<file path="src/rtl/serial_arith_pkg.sv">
// Shared definitions for the bit-serial arithmetic blocks: FSM state encoding
// and the bit-counter width helper.
package serial_arith_pkg;

  typedef enum logic [1:0] {
    ST_IDLE = 2'd0,
    ST_RUN  = 2'd1,
    ST_DONE = 2'd2
  } state_t;

  // At least one bit so that N=1 still has a (constant-zero) counter.
  function automatic int unsigned cnt_width(input int unsigned n);
    return (n <= 2) ? 1 : $clog2(n);
  endfunction

endpackage

</file>
<file path="src/rtl/full_subtractor.sv">
// Single-bit full subtractor: d = x - y - bin, with borrow-out.
module full_subtractor (
  input  logic x,
  input  logic y,
  input  logic bin,
  output logic d,
  output logic bout
);

  always_comb begin
    d    = x ^ y ^ bin;
    bout = (~x & y) | (~(x ^ y) & bin);
  end

endmodule

</file>
<file path="src/rtl/serial_subtractor_nbit.sv">
// Bit-serial N-bit subtractor d = x - y - bin, LSB first, start/done handshake.
// Optional signed-overflow output enabled by defining SUB_OVERFLOW_EN.
module serial_subtractor_nbit
  import serial_arith_pkg::*;
#(
  parameter int unsigned N = 8
) (
  input  logic         clk,
  input  logic         reset,
  input  logic         start,
  input  logic [N-1:0] x,
  input  logic [N-1:0] y,
  input  logic         bin,
  output logic         busy,
  output logic         done,
  output logic [N-1:0] d,
  output logic         bout
`ifdef SUB_OVERFLOW_EN
  ,
  output logic         ovf
`endif
);

  localparam int unsigned CW = cnt_width(N);

  state_t         state, state_nx;
  logic [N-1:0]   xs, ys, dsr, dsr_nx;
  logic           b, b_nx, di;
  logic [CW-1:0]  cnt;
  logic           last, accept;
`ifdef SUB_OVERFLOW_EN
  logic           xmsb, ymsb;
`endif

  full_subtractor u_fs (
    .x    (xs[0]),
    .y    (ys[0]),
    .bin  (b),
    .d    (di),
    .bout (b_nx)
  );

  always_comb begin
    last   = (cnt == CW'(N - 1));
    accept = start && (state != ST_RUN);
  end

  always_comb begin
    state_nx     = state;
    busy         = 1'b0;
    done         = 1'b0;
    dsr_nx       = dsr >> 1;
    dsr_nx[N-1]  = di;
    unique case (state)
      ST_IDLE: if (start) state_nx = ST_RUN;
      ST_RUN: begin
        busy = 1'b1;
        if (last) state_nx = ST_DONE;
      end
      ST_DONE: begin
        done     = 1'b1;
        state_nx = start ? ST_RUN : ST_IDLE;
      end
      default: state_nx = ST_IDLE;
    endcase
  end

  always_ff @(posedge clk) begin
    if (reset) state <= ST_IDLE;
    else       state <= state_nx;
  end

  // Results are published from the next-value of the working registers so they
  // appear exactly on entry to DONE; the previous result stays visible during RUN.
  always_ff @(posedge clk) begin
    if (reset) begin
      xs   <= '0;
      ys   <= '0;
      dsr  <= '0;
      b    <= 1'b0;
      cnt  <= '0;
      d    <= '0;
      bout <= 1'b0;
`ifdef SUB_OVERFLOW_EN
      xmsb <= 1'b0;
      ymsb <= 1'b0;
      ovf  <= 1'b0;
`endif
    end else if (accept) begin
      xs   <= x;
      ys   <= y;
      b    <= bin;
      cnt  <= '0;
`ifdef SUB_OVERFLOW_EN
      xmsb <= x[N-1];
      ymsb <= y[N-1];
`endif
    end else if (state == ST_RUN) begin
      xs  <= xs >> 1;
      ys  <= ys >> 1;
      dsr <= dsr_nx;
      b   <= b_nx;
      cnt <= cnt + 1'b1;
      if (last) begin
        d    <= dsr_nx;
        bout <= b_nx;
`ifdef SUB_OVERFLOW_EN
        ovf  <= (xmsb ^ ymsb) & (xmsb ^ dsr_nx[N-1]);
`endif
      end
    end
  end

endmodule

</file>
<file path="config.mk">
export PLATFORM = sky130hd
export DESIGN_NAME = serial_subtractor_nbit
export DESIGN_NICKNAME = d
export VERILOG_FILES = /design/src/rtl/serial_arith_pkg.sv /design/src/rtl/full_subtractor.sv /design/src/rtl/serial_subtractor_nbit.sv
export SDC_FILE = /design/constraint.sdc
export NUM_CORES = 1
export LEC_CHECK = 0
export CORE_UTILIZATION = 51
export CTS_CLUSTER_DIAMETER = 60
export DETAILED_ROUTE_END_ITERATION = 10
export PLACE_DENSITY = 0.8
export SLEW_MARGIN = 20
export SYNTH_ARGS = -nofsm -noshare
export SYNTH_HDL_FRONTEND = slang
export SYNTH_HIERARCHICAL = 1
export SYNTH_SLANG_ARGS = --single-unit
</file>
<file path="constraint.sdc">
create_clock -name clk -period 1.6 [get_ports clk]
set_input_delay 0.32 -clock clk [delete_from_list [all_inputs] [get_ports clk]]
set_output_delay 0.32 -clock clk [all_outputs]
set_load 0.02 [all_outputs]
</file>
==> results.md, run 1 <==
* Asr flop ratio synth at 0
* Slew Viols, Final at 0
* Vias at 1273
* Full die area at approximately 3600 um^2
* Initial antenna violation count at 0
* Crit path max-delay family: flip-flops
* # rows at 20
* Setup Buffers After CTS at 0
* Tcrit/Tclk final at 0.923
* Pleak at ~0.84 nW
* Mapped Area at around 1700 um^2
* R2r setup slk at around 0.21 ns
* Reg clk slew, reported paths at ~0.11 ns
* Slew @ Worst Pin at ~0.53 ns
* Post-Route Setup TNS at 0 ns
* CP Capture Type: output pin
* Total power per unit cell area at around 1000 nW/um^2
* Drt via density at 5.20
* Rel. slew slack at 0.646
* Crit path max fanout at 4
* Global-route usage over all layers at 0.194
* RSZ-0062 raised after global routing: false
* Max Fclk at a little under 0.7 GHz
* Final Wtd Congestion at between 0.7 and 0.8
* Setup crit start kind: register
* 1st-pass router iterations at 4
* CP max stage delay at about 0.36 ns
* CTS tree: yes
* Status: completed
* Crit path buf inv count at 1
* Num ports at 31
* CP endpoint: done
* Syn Area/Cell at roughly 10 um^2
* Number of global-route vias before repair at about 1200
* Post-DP HPWL at between 2 and 2.5 mm
* Placed Area at between 2000 and 2500 um^2
* Commonest non-fill, non-tap cell in the layout: dfxtp_1
* VDD IR max at about 820 uV
* Gr ovfl total at 0
* Max-cap viol count at 0
* Worst skew pair latency at about 0.35 ns
* Die X at about 60 um
* Wire length per cell at 12.0 um
* Post-Route WL at around 2.9 mm
* Hold_ws at 0.383 ns
* Fin nets at 223
* Final Skew at approximately 0.011 ns
* First-pass GRT wire length at 4.97 mm
* Count of final setup violators at 0
* Post-synthesis sequential area ratio at 0.444
* Syn_nets at between 150 and 200
* Clock Tree Root: clkbuf_4
* Initial Util at 0.547
* DR iter-0 viols at 35
* Final std cells w/o fill at between 200 and 250
* CP Class: register to output pin
* Crit path arrival time at ~1.2 ns
* Top_reg_cell synth: dfxtp_1
* CTS H-tree lvls at 2
* Total power at around 2.1 mW
* Final core utilization at 0.672
* CTS buffer count at 5
* Clock sink count at 38
* Cells after DPL at ~240
* Antenna-violating nets left at 0
* Worst EP required at about 1.3 ns
* Diodes inserted at 0
* Final WS setup at about 0.12 ns
* Hold crit path type: input port to register
* Critical path origin: state[1]
* Share of post-route cells with drive strength above 1 at 0.249
* Die Ht at about 60 um
* Crit Reg-Reg Endpoint: d[6]
* Largest net degree at the start of global routing at 42
* Hold_buf cts at 0
* FF-to-FF Start: cnt[0]
* Commonest cells after routing, fill and taps aside: dfxtp_1 (37), nand2_1 (34), clkdlybuf4s50_1 (18)
* I/O Buffers at 30
* Hold Fails Final Rpt at 0
* EDFF count, synth at 0
* Layout Area Growth over Synthesis at 22.9%
* Netlist cell types at 23
* Core area at around 3100 um^2
* Worst Reg-to-Reg Cells at 5
* Pre-CTS setup slack at between 0.08 and 0.09 ns
* Crit-path slowest cell: dfxtp_1
* Critical Path Stages at 2
* Post-layout minimum cycle time at 1.48 ns
* YS warnings at 6
* Post-synthesis register bit count at 38
* DRC Markers at 0
* Synthesized instance count at 172
* Final Instance Area at between 2000 and 2500 um^2
* Clock Path Buffers at 2
* Crit path cell chain: nor2b_1 > dlygate4sd2_1
routing by layer:
layer,GRT usage,wire length (um),up-vias,share of wire
met2,0.333,1470,27,0.50
met5,0,0,-,0
met4,0.0897,58,0,0.020
met1,0.214,1290,605,0.44
li1,-,-,636,-
met3,0.0649,126,5,0.043
state kept, by name, indices dropped and copies added (netlist names):
name / flops
b: 1
bout: 1
cnt: 3
d: 8
dsr: 7
state: 2
xs: 8
ys: 8
cells in the mapped netlist, types with 2 or more instances:
library cell | n | area [um^2]
dfxtp_1 | 38 | 761
nand2_1 | 34 | 128
a211oi_2 | 15 | 188
nor2_2 | 10 | 62.6
buf_4 | 3 | 22.5
nand2b_1 | 2 | 12.5
nand3b_1 | 4 | 30.0
ha_1 | 2 | 25.0
buf_6 | 4 | 45.0
nor2_1 | 7 | 26.3
a21oi_2 | 6 | 52.6
a21oi_1 | 13 | 65.1
buf_2 | 4 | 20.0
mux2i_1 | 17 | 170
nor3_2 | 2 | 20.0
inv_1 | 4 | 15.0
worst register-to-register path: stages, from the launching register on:
cell      delay, ns
dfxtp_1        0.35
ha_1           0.20
ha_1           0.20
nand3b_1       0.31
nand2_1        0.12
a21oi_1        0.16
power by group:
group	switching, mW	internal, mW
registers	0.0313	0.994
logic	0.142	0.136
clock network	0.323	0.489
kinds of logic (layout without fill, tap and decap cells):
kind of cell    after synthesis  after routing  synth area share
compound gates               35             35             0.183
flops                        38             38             0.444
simple gates                 61             61             0.172
mux                          17             17            0.0994
fa+ha+maj                     3              3            0.0263
buf+inv                      18             47            0.0746
worst min path at each step:
| stage | end | slack [ns] | depth (start not counted) | from |
|---|---|---|---|---|
| after floorplan | d[0] | 0.43 | 2 | dsr[1] |
| after global placement | d[0] | 0.44 | 2 | dsr[1] |
| after detailed placement | d[2] | 0.45 | 2 | d[2] |
| after CTS | ys[6] | 0.38 | 2 | reset |
| after global routing | xs[1] | 0.38 | 2 | reset |
| final | ys[6] | 0.38 | 2 | reset |
what timing repair did:
action                     in CTS  in global routing
setup endpoints to repair      11                  1
cloned                          0                  0
resized for setup              11                  3
area by class of cell:
| type | instances | area, um^2 |
|---|---|---|
| Fill cell | 262 | 1020 |
| Tap cell | 44 | 55.1 |
| Clock inverter | 3 | 68.8 |
| Clock buffer | 5 | 37.5 |
| Sequential cell | 38 | 762 |
| Timing Repair Buffer | 34 | 333 |
| Multi-Input combinational cell | 116 | 826 |
| Inverter | 5 | 21.3 |
No activity file was read; power rests on OpenSTA's default activity.
==> inputs of run 2 (changes only) <==
--- a/config.mk
+++ b/config.mk
@@ -5,12 +5,12 @@
 export SDC_FILE = /design/constraint.sdc
 export NUM_CORES = 1
 export LEC_CHECK = 0
+export ABC_AREA = 1
 export CORE_UTILIZATION = 51
 export CTS_CLUSTER_DIAMETER = 60
 export DETAILED_ROUTE_END_ITERATION = 10
-export PLACE_DENSITY = 0.8
+export PLACE_DENSITY = 0.85
 export SLEW_MARGIN = 20
 export SYNTH_ARGS = -nofsm -noshare
 export SYNTH_HDL_FRONTEND = slang
-export SYNTH_HIERARCHICAL = 1
 export SYNTH_SLANG_ARGS = --single-unit
==> results.md, run 2 <==
* Pleak at 1.01 nW
* First-pass GRT wire length at 5.26 mm
* Largest net degree at the start of global routing at 27
* Critical Path Stages at 3
* Mapped Area at between 1500 and 2000 um^2
* Top Layer Used: met4
* Filler Cell Count at 286
* Fin nets at ~280
* Status: completed
* EDFF count, synth at 0
* Final Wtd Congestion at slightly below 0.8
* CTS tree: yes
* Layout Area Growth over Synthesis at 23.8%
* Clock Tree Root: clkbuf_4
* Worst Reg-to-Reg Cells at 6
* Tcrit/Tclk final at 0.946
* Clock sink count at 38
* Met1 wire length at about 1.6 mm
* YS warnings at 0
* Max-cap viol count at 0
* Clock Path Buffers at 2
* Initial antenna violation count at 0
* Cells after DPL at approximately 290
* Wire length per cell at roughly 11 um
* Num ports at 31
* Antenna-violating nets left at 0
* DR iter-0 viols at 56
* Hold Path Depth at 2
* Syn Area/Cell at around 7.5 um^2
* Crit path max fanout at 2
* Global-route usage over all layers at 0.204
* Regs by FF count: d x8, xs x8, ys x8
* CP max stage delay at ~0.4 ns
* Crit path arrival time at roughly 1.2 ns
* Top post-synthesis cells by count: nand3_1 (52), nand2_1 (42), dfxtp_1 (38), inv_1 (25), nor2_1 (19)
* Diodes inserted at 0
* Final std cells w/o fill at approximately 300
* Crit-path slowest cell: dfxtp_1
* Core area at 3050 um^2
* Metal3 WL at approximately 130 um
* Number of global-route vias before repair at between 1000 and 1500
* Setup crit start kind: register
* Netlist cell types at 19
* Post-DP HPWL at about 2.2 mm
* DRC Markers at 0
* Commonest non-fill, non-tap cell in the layout: nand3_1
* CTS buffer count at 5
* I/O Buffers at 30
* Synthesized instance count at 221
* Asr flop ratio synth at 0
* Dominant cell by count in the synthesized netlist: nand3_1
* Post-Route Setup TNS at 0 ns
* Gr ovfl total at 0
* Crit path cell chain: inv_1 > nor2_1 > clkdlybuf4s15_1
* Die X at 58.8 um
* Synth top area share at 0.462
* Share of post-route cells with drive strength above 1 at 0.0902
* # rows at 20
* Most area-hungry cell type in the Yosys netlist: dfxtp_1
* Count of final setup violators at 0
* Hold Fails Final Rpt at 0
* Worst skew pair latency at around 0.35 ns
* Total power at 1.80 mW
* Met2 routed WL at approximately 1.5 mm
* Crit path max-delay family: flip-flops
* Syn_nets at between 200 and 250
* VDD IR max at 650 uV
* Rel. slew slack at 0.771
* Die Ht at just under 60 um
* Worst EP required at approximately 1.3 ns
* Max Fclk at between 0.6 and 0.7 GHz
* CP Capture Type: output pin
* Vias at 1477
* Hold crit path type: register to register
* Slew Viols, Final at 0
* RSZ-0062 raised after global routing: false
* Drt via density at 4.94
* Reg clk slew, reported paths at approximately 0.11 ns
* CP Class: register to output pin
* Synth top area cells: dfxtp_1 (46%), nand3_1 (16%), nand2_1 (9.6%), inv_1 (5.7%), nor2_1 (4.3%)
* Initial Util at 0.540
* Top_reg_cell synth: dfxtp_1
* Total power per unit cell area at approximately 880 nW/um^2
* Post-Route WL at about 3.2 mm
* Full die area at between 3000 and 4000 um^2
* Crit path buf inv count at 2
* Hold_buf cts at 0
* Post-synthesis sequential area ratio at 0.462
* Final Skew at 0.00801 ns
* CTS H-tree lvls at 2
* Commonest cells after routing, fill and taps aside: nand3_1 (52), nand2_1 (42), dfxtp_1 (37)
* Post-synthesis register bit count at 38
* Slew @ Worst Pin at about 0.34 ns
* Post-layout minimum cycle time at 1.51 ns
* 1st-pass router iterations at 4
[run 2: cell types whose count changed in the layout (fill, tap and decap cells not counted), sizes merged, moves of 4 or more]
cell | before | now
a21oi | 19 | 8
o21ai | 0 | 15
inv | 5 | 27
nand3 | 0 | 52
mux2i | 17 | 0
nand2 | 34 | 44
a211oi | 15 | 0
nor2 | 17 | 21
nand3b | 4 | 0
[run 2: routing by layer]
layer | GRT usage | up-vias
met5 | 0 | -
met4 | 0.0918 | 0
met3 | 0.0527 | 2
met2 | 0.315 | 32
met1 | 0.269 | 670
li1 | - | 773
[run 2: per-stage QoR]
| stage | util | area (um^2) | worst slack (ns) | hold slack, ns |
|---|---|---|---|---|
| after CTS | 0.667 | 2040 | 0.0236 | 0.475 |
| after global placement | 0.651 | 1990 | 0.0861 | 0.451 |
| final | 0.668 | 2040 | 0.0858 | 0.470 |
| after global routing | 0.668 | 2040 | 0.00685 | 0.494 |
| after detailed placement | 0.651 | 1990 | 0.0597 | 0.462 |
| after floorplan | - | 1650 | 0.453 | 0.389 |
[run 2: final cells by class]
type | count | area, um^2 | share of cell area
flip-flops and latches | 38 | 762 | 0.374
multi-input cells | 144 | 698 | 0.342
repair buffers | 38 | 363 | 0.178
inverters | 27 | 101 | 0.0497
clock buffers | 7 | 55.1 | 0.0270
well taps | 44 | 55.1 | 0.0270
clock inverters | 1 | 5.00 | 0.00245
[run 2: repair_timing]
item                                    in CTS  in global routing
setup buffers                                0                  0
resized for setup                           13                  2
endpoints found under the setup margin      11                  2
pin swaps                                    0                  0
[run 2: cells by family after synthesis]
family	Yosys count	share of synthesized area
buf+inv	39	0.115
xor+xnor	1	0.00532
simple gates	117	0.321
compound gates	23	0.0699
flops	38	0.462
fa+ha+maj	3	0.0273
[run 2: path summary, 6_finish.rpt]
kind,startpoint,endpoint,slack [ns]
worst max register to register,state[1],cnt[0],0.29
worst max-delay path,state[1],done,0.09
worst min register to register,xs[7],xs[7],0.47
worst min-delay path,xs[7],xs[7],0.47
[run 2: worst reg2reg max path, delay by kind of cell, from the launching register on]
family / cells / cell delay [ns]
buf+inv: 3 / 0.41
simple gates: 2 / 0.23
flops: 1 / 0.40
xor+xnor: 1 / 0.16
[run 2: power by group]
group          switching [mW]  internal [mW]  leakage (nW)
logic                   0.141          0.120         0.660
clock network           0.302          0.213        0.0353
registers              0.0277          0.993         0.311
